[src/rtl/sr_latch_sequencer.sv]
// Round-robin sequencer driving one shared SR latch: drive pulse, settle gap, readback check, per-requester gnt.
// Latency: gnt in the 1+PULSE_CYC+SETTLE_CYC-th cycle after acceptance (1st cycle with SR_SKIP_REDUNDANT_EN on a redundant op).
// Backpressure: requesters hold req until their one-cycle gnt; requests seen while busy wait for the next IDLE.
module sr_latch_sequencer #(
  parameter int NREQ       = 4,
  parameter int PULSE_CYC  = 2,
  parameter int SETTLE_CYC = 1
) (
  input  logic            clk,
  input  logic            rst_n,
  input  logic [NREQ-1:0] req,
  input  logic [NREQ-1:0] op,
  input  logic            q_in,
  input  logic            qbar_in,
  input  logic            err_clr,
  output logic            s,
  output logic            r,
  output logic [NREQ-1:0] gnt,
  output logic            busy,
  output logic            err
);

  localparam int IW   = (NREQ > 1) ? $clog2(NREQ) : 1;
  localparam int CMAX = (PULSE_CYC > SETTLE_CYC) ? PULSE_CYC : SETTLE_CYC;
  localparam int CW   = (CMAX > 1) ? $clog2(CMAX) : 1;

  typedef enum logic [1:0] {
    ST_IDLE   = 2'd0,
    ST_DRIVE  = 2'd1,
    ST_SETTLE = 2'd2,
    ST_CHECK  = 2'd3
  } state_e;

  state_e          state_q;
  logic [IW-1:0]   ptr_q;
  logic [IW-1:0]   cur_id_q;
  logic            cur_op_q;
  logic [CW-1:0]   cnt_q;
  logic            err_q;

  logic            win_vld;
  logic [IW-1:0]   win_id;
  logic [IW-1:0]   idx_b;
  logic            win_op;
  logic            chk_fail;
  logic            skip;
  logic            err_d;
  logic [IW-1:0]   ptr_d;
  int              idx;

  // First requester at or after the pointer, wrapping past NREQ-1.
  always_comb begin
    win_vld = 1'b0;
    win_id  = '0;
    idx     = 0;
    idx_b   = '0;
    for (int k = 0; k < NREQ; k++) begin
      idx = int'(ptr_q) + k;
      if (idx >= NREQ) idx = idx - NREQ;
      idx_b = IW'(idx);
      if (!win_vld && req[idx_b]) begin
        win_vld = 1'b1;
        win_id  = idx_b;
      end
    end
  end

  always_comb begin
    win_op   = op[win_id];
    chk_fail = (q_in != cur_op_q) || (q_in == qbar_in);
`ifdef SR_SKIP_REDUNDANT_EN
    skip     = (win_op == q_in) && (q_in != qbar_in);
`else
    skip     = 1'b0;
`endif
    // A failing readback outranks a same-cycle clear request.
    err_d    = ((state_q == ST_CHECK) && chk_fail) || (err_q && !err_clr);
    ptr_d    = (cur_id_q == IW'(NREQ - 1)) ? '0 : cur_id_q + 1'b1;
  end

  always_ff @(posedge clk or negedge rst_n) begin
    if (!rst_n) begin
      state_q  <= ST_IDLE;
      ptr_q    <= '0;
      cur_id_q <= '0;
      cur_op_q <= 1'b0;
      cnt_q    <= '0;
      err_q    <= 1'b0;
    end else begin
      err_q <= err_d;
      case (state_q)
        ST_IDLE: begin
          if (win_vld) begin
            cur_id_q <= win_id;
            cur_op_q <= win_op;
            if (skip) begin
              state_q <= ST_CHECK;
            end else begin
              cnt_q   <= CW'(PULSE_CYC - 1);
              state_q <= ST_DRIVE;
            end
          end
        end
        ST_DRIVE: begin
          if (cnt_q != '0) begin
            cnt_q <= cnt_q - 1'b1;
          end else begin
            cnt_q   <= CW'(SETTLE_CYC - 1);
            state_q <= ST_SETTLE;
          end
        end
        ST_SETTLE: begin
          if (cnt_q != '0) cnt_q <= cnt_q - 1'b1;
          else             state_q <= ST_CHECK;
        end
        ST_CHECK: begin
          ptr_q   <= ptr_d;
          state_q <= ST_IDLE;
        end
        default: state_q <= ST_IDLE;
      endcase
    end
  end

  // Outputs decode only registered state, so s and r can never overlap.
  always_comb begin
    s    = (state_q == ST_DRIVE) && cur_op_q;
    r    = (state_q == ST_DRIVE) && !cur_op_q;
    busy = (state_q != ST_IDLE);
    gnt  = '0;
    if (state_q == ST_CHECK) gnt[cur_id_q] = 1'b1;
  end

  assign err = err_q;

endmodule

[config.mk]
export PLATFORM = sky130hd
export DESIGN_NAME = sr_latch_sequencer
export DESIGN_NICKNAME = d
export VERILOG_FILES = /design/src/rtl/sr_latch_sequencer.sv
export SDC_FILE = /design/constraint.sdc
export NUM_CORES = 1
export LEC_CHECK = 0
export ABC_CLOCK_PERIOD_IN_PS = 1300
export BUFFER_PORTS_ARGS = -buffer_cell sky130_fd_sc_hd__buf_4
export CORE_MARGIN = 2
export CORE_UTILIZATION = 43
export DETAILED_ROUTE_END_ITERATION = 7
export PLACE_DENSITY = 0.72
export SLEW_MARGIN = 20
export SYNTH_ARGS = -nofsm -noshare
export SYNTH_HDL_FRONTEND = slang
export SYNTH_SLANG_ARGS = --single-unit
export TNS_END_PERCENT = 10
[constraint.sdc]
create_clock -name clk -period 1.3 [get_ports clk]
set_input_delay 0.13 -clock clk [delete_from_list [all_inputs] [get_ports clk]]
set_output_delay 0.13 -clock clk [all_outputs]
set_load 0.05 [all_outputs]
======== After elaboration in Yosys (flattened, before gate mapping) ========
Index checks and enable logic that the tools add are counted.
storage, ports and cells
  bits in registers ....................... 9
  latch bits .............................. 0
  bits in writable memories ............... 0
  memory bits (read-only) ................. 0
  output and inout bits ................... 8
  logic and storage cells ................. 90
  memories ................................ 0
operators by class
  add/subtract/negate cells ............... 9
  $mul .................................... 0
  divide/modulo/power cells ............... 0
  magnitude comparators ................... 11
  equality and inequality tests ........... 9
  shifts and indexed selects .............. 0
  mux-type cells .......................... 33
  bitwise operators ....................... 0
  reductions and logical operators ........ 22
operators with widths
  kind                 count
  $mux 2               12
  $lt 2x3->1 const B   6
  $mux 1               12
  $bmux 1 s2           5
  $ge 3x3->1 const B   3
  $logic_and 1x1->1    8
  $pmux 2 s4           1
  $sub 2x1->2 const B  4
  $add 2x2->3 const B  2
  $eq 2x2->1 const B   3
  $ne 2x2->1 const B   3
  $logic_not 1->1      5
  $mux 4               1
  $reduce_and 2->1     2
  $reduce_bool 2->1    2
  $add 2x1->3 const B  1
  $ge 2x3->1 const B   1
  $reduce_and 3->1     1
  $add 2x1->2 const B  1
  $demux 1 s2          1
  $eq 2x1->1 const B   1
  $ge 2x1->1 const B   1
  $logic_not 2->1      1
  $logic_or 1x1->1     2
  5 further kinds      5

======== Longest topological paths before layout ========
Gate-level depths: netlist of run 1.
  depth after elaboration ................. 16
  gate-level depth with buffers ........... 6
  gate-level depth less buffers ........... 6

======== Least setup slack after synthesis of run 1 ========
OpenSTA, ideal clock, no wires.
  path kind ............................... register to output
  start point ............................. register state_q[1]
  end point ............................... output port r
  arrival time ............................ 1.364 ns
  data required time ...................... 1.170 ns
  slack ................................... -0.194 ns
  stages on the path, launching flop included .. 4
  cells stage by stage .................... dfrtp_1 inv_1 ha_1 nor2b_1
between the ends
  cells in the longest elaborated chain, start to end .. 2
ends and longest elaborated chain
  item                    RTL line  source
  from (decl)             34        state_e state_q;
  from (signal assigned)  83        state_q <= ST_IDLE;
  from (signal assigned)  97        state_q <= ST_CHECK;
  from (signal assigned)  100       state_q <= ST_DRIVE;
  $eq 2x1->1              128       r = (state_q == ST_DRIVE) && !cur_op_q;
  $logic_and 1x1->1       128
  to (decl)               17        output logic r,
No other way between the ends.

======== Worst setup path after layout of run 1 ========
  start point ............................. register ptr_q[1]
  end point ............................... register cur_op_q
between the ends
  cells in the longest elaborated chain, start to end .. 16
ends and longest elaborated chain
  item                                                                  RTL line  source
  from (decl)                                                           35        logic [IW-1:0] ptr_q;
  from (signal assigned)                                                117       ptr_q <= ptr_d;
  parallel branches: the longest is 16 deep, another holds $add 2x1->3  --
  to (signal assigned)                                                  95        cur_op_q <= win_op;
  to (decl)                                                             37        logic cur_op_q;
Parallel ways; which one is timed is not known. The select of a mux whose other input is x is not followed.
A chain may end at the register's enable or synchronous reset.

==> key figures, run 1 <==
Status
  – Status: finished with violations
  – Failing checks: setup timing

Global routing
  – Met3 Use GR: 0.0681
  – Met1 Use GR: 0.249
  – Grt peak-use layer: met1
  – Gr usage total: 0.175
  – First-pass GRT wire length: between 2 and 2.5 mm
  – Antenna violations before repair: 0
  – Met2 Use GR: 0.242
  – Largest net degree at the start of global routing: 10
  – GRT overflow: 0
  – Vias in the first global route: ~550

Floorplanning
  – Die W: roughly 43 µm
  – Core Area: roughly 1500 µm²
  – Die Area: between 1500 and 2000 µm²
  – Initial Util: 0.446
  – Total I/O pin count: 21
  – Die height: around 43 µm
  – Placement Rows: 14

Routing
  – DR iter-0 viols: 8
  – DRC Markers: 0
  – Routed via count: a little over 600
  – Detailed Route WL: between 1.5 and 2 mm
  – Vias/cell: between 5 and 6
  – WL per Instance: around 13 µm
  – Antenna-violating nets left: 0
  – Pre-antenna DRT Iters: 2

Layout
  – Final instance area: 1060 µm²
  – Seq. cell area: between 200 and 250 µm²
  – Synthesis-to-finish area growth: 61.1%
  – Fill cells: about 110
  – Final Instance Count excl. Fillers: around 120
  – Diode count: 0
  – Final Net Count: around 120
  – Layout cell share with drive strength beyond 1: 0.588
  – Area of the multi-input gates: 494 µm²

Clock tree
  – CTS tree: done
  – Worst-Skew Late Latency: about 0.26 ns
  – Max H-tree Level: 1
  – Cts bufs inserted: 3
  – Clock Sink Count: 9
  – CTS Root Cell: clkbuf_4
  – Clock Path Buffers: 2
  – Reg clk slew, reported paths: roughly 0.06 ns

Timing
  – Max-slew headroom: 0.820
  – Final setup fails: 9
  – Period minus WS final: ~1.5 ns
  – Worst Tran Pin Value: 0.268 ns
  – Max frequency: 0.688 GHz
  – Worst Slack Setup Final: -0.154 ns
  – RSZ-0062 raised after global routing: yes
  – Hold Worst Slack: approximately 0.053 ns
  – Final TNS setup: -0.663 ns
  – Final worst clock skew: ~0.0088 ns
  – Tcrit/Tclk final: 1.12
  – Final Hold Vio Count: 0
  – Final Slew Violations: 0

Power
  – Power after layout: around 2.6 mW
  – Peak supply drop: 1410 µV
  – Leak Pwr: about 0.49 nW
  – PD cells: around 2400 nW/µm²

Setup path
  – Crit-path max cell delay: ~0.42 ns
  – Delay-heaviest family, CP: flip-flops
  – Reg2reg setup slack: -0.15 ns
  – R2r startpoint: ptr_q[1]$_DFFE_PN0P_
  – Slowest cell on the critical path: dfrtp_2
  – CP arrival: about 1.6 ns
  – Crit. End Element: flip-flop
  – Worst reg2reg path endpoint: cur_op_q$_DFFE_PN0P_
  – Worst path cell trace: mux2i_1 -> nor2_2 -> or2_4 -> mux2i_1 -> a221oi_2
  – Levels on crit path: 5
  – Worst Path Max Fanout: 6
  – CP dominant cell by count: mux2i_1
  – Crit Path Class: flip-flop to flip-flop
  – R2R cell count: 5
  – Worst EP required: between 1 and 1.5 ns
  – Startpoint types: flip-flop
  – Crit path buffers/inverters: 0

Synthesis
  – Sequential area share after synthesis: 0.344
  – Synthesis-stage register bit count: 9
  – Syn. warnings: 0
  – Prevailing post-synth register cell: dfrtp_1
  – Most common cell in the netlist: dfrtp_1
  – Synth cell count leaders: dfrtp_1 (9), ha_1 (8), inv_1 (8), nor2_1 (6)
  – Synth area leaders: dfrtp_1 (34%), ha_1 (15%), and2_1 (4.8%)
  – Syn Std Cell Area: roughly 660 µm²
  – Async set-reset flop share out of synthesis: 1.00
  – Number of synthesized flops with an enable pin: 0
  – Post-synth top area share: 0.344
  – Count of different cell masters after synthesis: 26
  – Post-synthesis cell count: slightly above 70
  – Syn_nets: a little over 90
  – Cell taking the most area after synthesis: dfrtp_1
  – Syn_area_per_cell: between 9 and 10 µm²

Place
  – # placed instances: 110
  – Post-DP Area: approximately 850 µm²
  – Number of buffers added on ports: 20
  – GP Congestion: 0.766
  – Detail Placement HPWL: between 1 and 1.5 mm

Hold path
  – Hold path endpoint: err$_DFF_PN0_
  – Min-Delay Path Depth: 2
  – Worst min path class: input pin to flip-flop
  – HP Start: err_clr

Flow run
  – Total of max-cap violations: 0
==> worst max path at each step <==
stage	end	from
final	cur_op_q$_DFFE_PN0P_	ptr_q[1]$_DFFE_PN0P_
after global routing	cur_op_q$_DFFE_PN0P_	ptr_q[1]$_DFFE_PN0P_
after detailed placement	cur_op_q$_DFFE_PN0P_	ptr_q[1]$_DFFE_PN0P_
after CTS	r	state_q[1]$_DFFE_PN0P_
after floorplan	cur_op_q$_DFFE_PN0P_	ptr_q[1]$_DFFE_PN0P_
after global placement	cur_op_q$_DFFE_PN0P_	ptr_q[1]$_DFFE_PN0P_
==> area by class of cell <==
cell class	instances	area share
multi-input cells	53	0.468
clock buffers	4	0.0249
flip-flops and latches	9	0.217
well taps	16	0.0190
repair buffers	28	0.241
inverters	8	0.0308
==> repair_timing <==
item | 4_1_cts | 5_1_grt
endpoints found under the hold margin | 9 | 0
resized for setup | 32 | 8
pin swaps | 6 | 1
endpoints found under the setup margin | 8 | 13
hold buffers | 1 | 0
buffers inserted | 3 | 0
==> per-layer routing <==
| layer | share of wire | wire length [µm] |
|---|---|---|
| met1 | 0.44 | 686 |
| met2 | 0.50 | 776 |
| met3 | 0.049 | 77 |
| met4 | 0.013 | 20 |
| met5 | 0 | 0 |
==> power breakdown <==
part	total (mW)	switching, mW	internal [mW]
Clock	0.215	0.0972	0.118
Sequential	0.623	0.187	0.437
Combinational	1.74	0.900	0.839
Total	2.58	1.18	1.39
==> cell families after synthesis <==
logic type               count (synthesis)  share of synthesized area
AND/OR/NAND/NOR                         23                      0.202
multiplexers                             3                     0.0477
flip-flops                               9                      0.344
adder cells (fa/ha/maj)                  8                      0.153
buffers and inverters                    9                     0.0515
AO/OA/AOI/OAI                           19                      0.202
==> cells in the final DEF (no fill, tap or decap), drive strengths merged <==
| cell type | netlist | layout |
|---|---|---|
| o22ai | 2 | 2 |
| inv | 8 | 8 |
| clkbuf | 1 | 4 |
| and2 | 5 | 5 |
| mux2i | 2 | 2 |
| nor4 | 1 | 1 |
| ha | 8 | 8 |
| o2bb2ai | 1 | 1 |
| buf | 0 | 27 |
| a21o | 1 | 1 |
| o21ai | 4 | 4 |
| a21boi | 1 | 1 |
| dfrtp | 9 | 9 |
| nor3b | 1 | 1 |
| o211ai | 1 | 1 |
| mux2 | 1 | 1 |
| nor2b | 1 | 1 |
| o21a | 2 | 2 |
| a211oi | 1 | 1 |
| a221oi | 1 | 1 |
| nor2 | 7 | 7 |
| nand2b | 1 | 1 |
| a21oi | 5 | 5 |
| nand2 | 5 | 5 |
| nor4bb | 1 | 1 |
| or2 | 1 | 1 |
| dlygate4sd3 | 0 | 1 |
==> flip-flops by register name, summed over array words and instances (netlist names) <==
register and count:
cnt_q 1, cur_id_q 2, state_q 2, cur_op_q 1, err 1, ptr_q 2
==> through the flow <==
step | worst slack, ns | utilization
floorplan | -0.0460 | -
global placement | -0.0861 | 0.581
detailed placement | -0.136 | 0.581
CTS | -0.119 | 0.696
global route | -0.243 | 0.718
finish | -0.154 | 0.718
(Power assumes the default switching activity.)
==> run 2, diff against run 1 <==
--- a/config.mk
+++ b/config.mk
@@ -10,7 +10,7 @@
 export CORE_MARGIN = 2
 export CORE_UTILIZATION = 43
 export DETAILED_ROUTE_END_ITERATION = 7
-export PLACE_DENSITY = 0.72
+export PLACE_DENSITY = 0.84
 export SLEW_MARGIN = 20
 export SYNTH_ARGS = -nofsm -noshare
 export SYNTH_HDL_FRONTEND = slang
==> run 2 against run 1 <==
Net effect: the run still ends with setup timing left; sequential share of layout area is 0.30 points lower; flip-flop and latch count unchanged; via count down 2.3%; final area increased by 0.83%; global-route usage up 1.5 points; non-clock buffer count grew 1; count of clock-buffer cells in the layout stayed put; critical path type unchanged.
==> key figures, run 2 (synthesized netlist as in run 1, its figures left out) <==
Setup path
  – Worst EP required: 1.46 ns (about the same)
  – Worst Path Max Fanout: 6 (unchanged)
  – Crit Path Class: flip-flop to flip-flop
  – Startpoint types: flip-flop
  – Crit. End Element: flip-flop
  – CP arrival: 1.61 ns (about the same)

Place
  – Number of buffers added on ports: 20 (unchanged)
  – Detail Placement HPWL: 1.06 mm (+3.3%)
  – Post-DP Area: 862 µm² (+0.88%)
  – Pre-CTS WS: -0.153 ns (-0.0168 ns)
  – GP Congestion: 0.739 (-3.4%)

Global routing
  – GRT overflow: 0 (unchanged)
  – First-pass GRT wire length: 2.59 mm (+10%)
  – Met3 Use GR: 0.0170 (-0.0511)
  – Antenna violations before repair: 0 (unchanged)
  – Gr usage total: 0.190 (+0.0153)
  – Met1 Use GR: 0.237 (-0.0120)
  – Vias in the first global route: 583 (+7.0%)
  – Largest net degree at the start of global routing: 10 (unchanged)
  – Met2 Use GR: 0.345 (+0.103)
  – Grt peak-use layer: met2

Timing
  – Tcrit/Tclk final: 1.11 (-0.00471)
  – Final Hold Vio Count: 0 (unchanged)
  – Period minus WS final: 1.45 ns (-0.00612 ns)
  – Final TNS setup: -0.967 ns (-0.304 ns)
  – Final setup fails: 9 (unchanged)
  – Worst Tran Pin Value: 0.241 ns (-0.0263 ns)
  – Final worst clock skew: 0.000489 ns (-0.00831 ns)
  – RSZ-0062 raised after global routing: yes
  – Max-slew headroom: 0.837 (+0.0167)
  – Worst Slack Setup Final: -0.148 ns (+0.00612 ns)
  – Final Slew Violations: 0 (unchanged)
  – Max frequency: 0.691 GHz (+0.42%)

Clock tree
  – Cts bufs inserted: 3 (unchanged)
  – Clock Sink Count: 9 (unchanged)
  – CTS Root Cell: clkbuf_4
  – Max H-tree Level: 1 (unchanged)
  – Worst-Skew Late Latency: 0.25 ns (about the same)
  – Clock Path Buffers: 2 (unchanged)
  – Reg clk slew, reported paths: 0.06 ns (about the same)
  – CTS tree: done

Routing
  – Vias/cell: 4.97 (-3.1%)
  – Detailed Route WL: 1.63 mm (+4.7%)
  – Antenna-violating nets left: 0 (unchanged)
  – Pre-antenna DRT Iters: 4 (+2)
  – DR iter-0 viols: 5 (-3)
  – DRC Markers: 0 (unchanged)
  – Routed via count: 591 (-2.3%)
  – WL per Instance: 13.7 µm (+3.8%)

Hold path
  – Worst min path class: input pin to flip-flop

Layout
  – Seq. cell area: 228 µm² (-0.55%)
  – Diode count: 0 (unchanged)
  – Final Net Count: 125 (+0.81%)
  – Synthesis-to-finish area growth: 62.4%
  – Commonest cells after routing, fill and taps aside: buf_4 (19), dfrtp_1 (7), buf_6 (6)
  – Fill cells: 98 (-13%)
  – Layout cell share with drive strength beyond 1: 0.602 (+0.0137)
  – Area of the multi-input gates: 495 µm² (+0.25%)
  – Biggest regs: cur_id_q: 2 flops, ptr_q: 2 flops, state_q: 2 flops
  – Final instance area: 1060 µm² (+0.83%)
  – Commonest non-fill, non-tap cell in the layout: buf_4

Status
  – Status: finished with violations
  – Failing checks: setup timing

Floorplanning
  – Initial Util: 0.446 (unchanged)
  – Core Area: 1470 µm² (unchanged)
  – Die W: 43.0 µm (unchanged)
  – Die height: 43.0 µm (unchanged)
  – Placement Rows: 14 (unchanged)
  – Total I/O pin count: 21 (unchanged)
  – Die Area: 1850 µm² (unchanged)

Flow run
  – Total of max-cap violations: 0 (unchanged)

Power
  – Sw Pwr: 1.19 mW (+0.89%)
  – Fraction of power consumed by sequential logic: 0.240 (-0.002)
  – Switching Fraction: 0.458 (-0.00172)
  – Leak Pwr: 0.486 nW (-0.32%)
  – P_int: 1.42 mW (+1.6%)
  – Clock power frac: 0.081 (-0.003)
  – Gate power share: 0.679 (+0.004)
  – Peak supply drop: 1310 µV (-7.6%)
  – PD cells: 2450 nW/µm² (+0.44%)
-- run 2: layout make-up --
cell class,instances,area share
clock buffer,4,0.0247
inverter,8,0.0282
multi-input combinational,53,0.465
sequential,9,0.214
tap,16,0.0188
timing repair buffer,29,0.249
-- run 2: repair_timing --
action | in CTS | in global routing
setup endpoints to repair | 10 | 13
endpoints found under the hold margin | 9 | 0
hold buffers | 1 | 0
setup buffers | 0 | 3
pin swaps | 2 | 2
gates resized for setup | 31 | 9
-- run 2: worst paths after layout --
| check | from | cells past startpoint | endpoint | slack, ns |
|---|---|---|---|---|
| worst max-delay path | ptr_q[1]$_DFFE_PN0P_ | 5 | cur_op_q$_DFFE_PN0P_ | -0.15 |
| worst min-delay path | err_clr | 2 | err$_DFF_PN0_ | 0.06 |
| worst max register to register | ptr_q[1]$_DFFE_PN0P_ | 5 | cur_op_q$_DFFE_PN0P_ | -0.15 |
| worst min register to register | err$_DFF_PN0_ | 2 | err$_DFF_PN0_ | 0.54 |
| max in group asynchronous | rst_n | 2 | ptr_q[1]$_DFFE_PN0P_ | 0.91 |
| min in group asynchronous | rst_n | 2 | cnt_q$_DFFE_PN0P_ | 0.24 |
-- run 2: through the flow --
| step | instances | hold WS [ns] | total power, mW | utilization |
|---|---|---|---|---|
| finish | 119 | 0.0645 | 2.61 | 0.724 |
| global route | 119 | 0.0614 | 2.80 | 0.724 |
| CTS | 116 | 0.0684 | 2.41 | 0.685 |
| detailed placement | 111 | -0.0403 | 1.89 | 0.586 |
| global placement | 111 | -0.0404 | 1.86 | 0.586 |
| floorplan | 71 | -0.166 | 1.48 | - |
-- run 2: power groups by stage --
stage | clock network (mW) | logic (mW) | registers [mW]
2_1_floorplan | 0 | 0.892 | 0.585
3_3_place_gp | 0 | 1.30 | 0.560
3_5_place_dp | 0 | 1.32 | 0.572
4_1_cts | 0.211 | 1.58 | 0.614
5_1_grt | 0.226 | 1.92 | 0.655
6_report | 0.212 | 1.77 | 0.626
-- run 2: metal layers --
| layer | vias to the layer above | wire (µm) |
|---|---|---|
| met5 | - | 0 |
| met4 | 0 | 25 |
| met3 | 2 | 55 |
| met2 | 12 | 840 |
| met1 | 270 | 711 |
| li1 | 307 | - |
-- run 2: critical path, cell delays in order, from the launching register on --
cell and delay (ns):
dfrtp_2 0.43, mux2i_2 0.25, nor2_2 0.08, or2_4 0.26, mux2i_1 0.13, a221oi_2 0.22
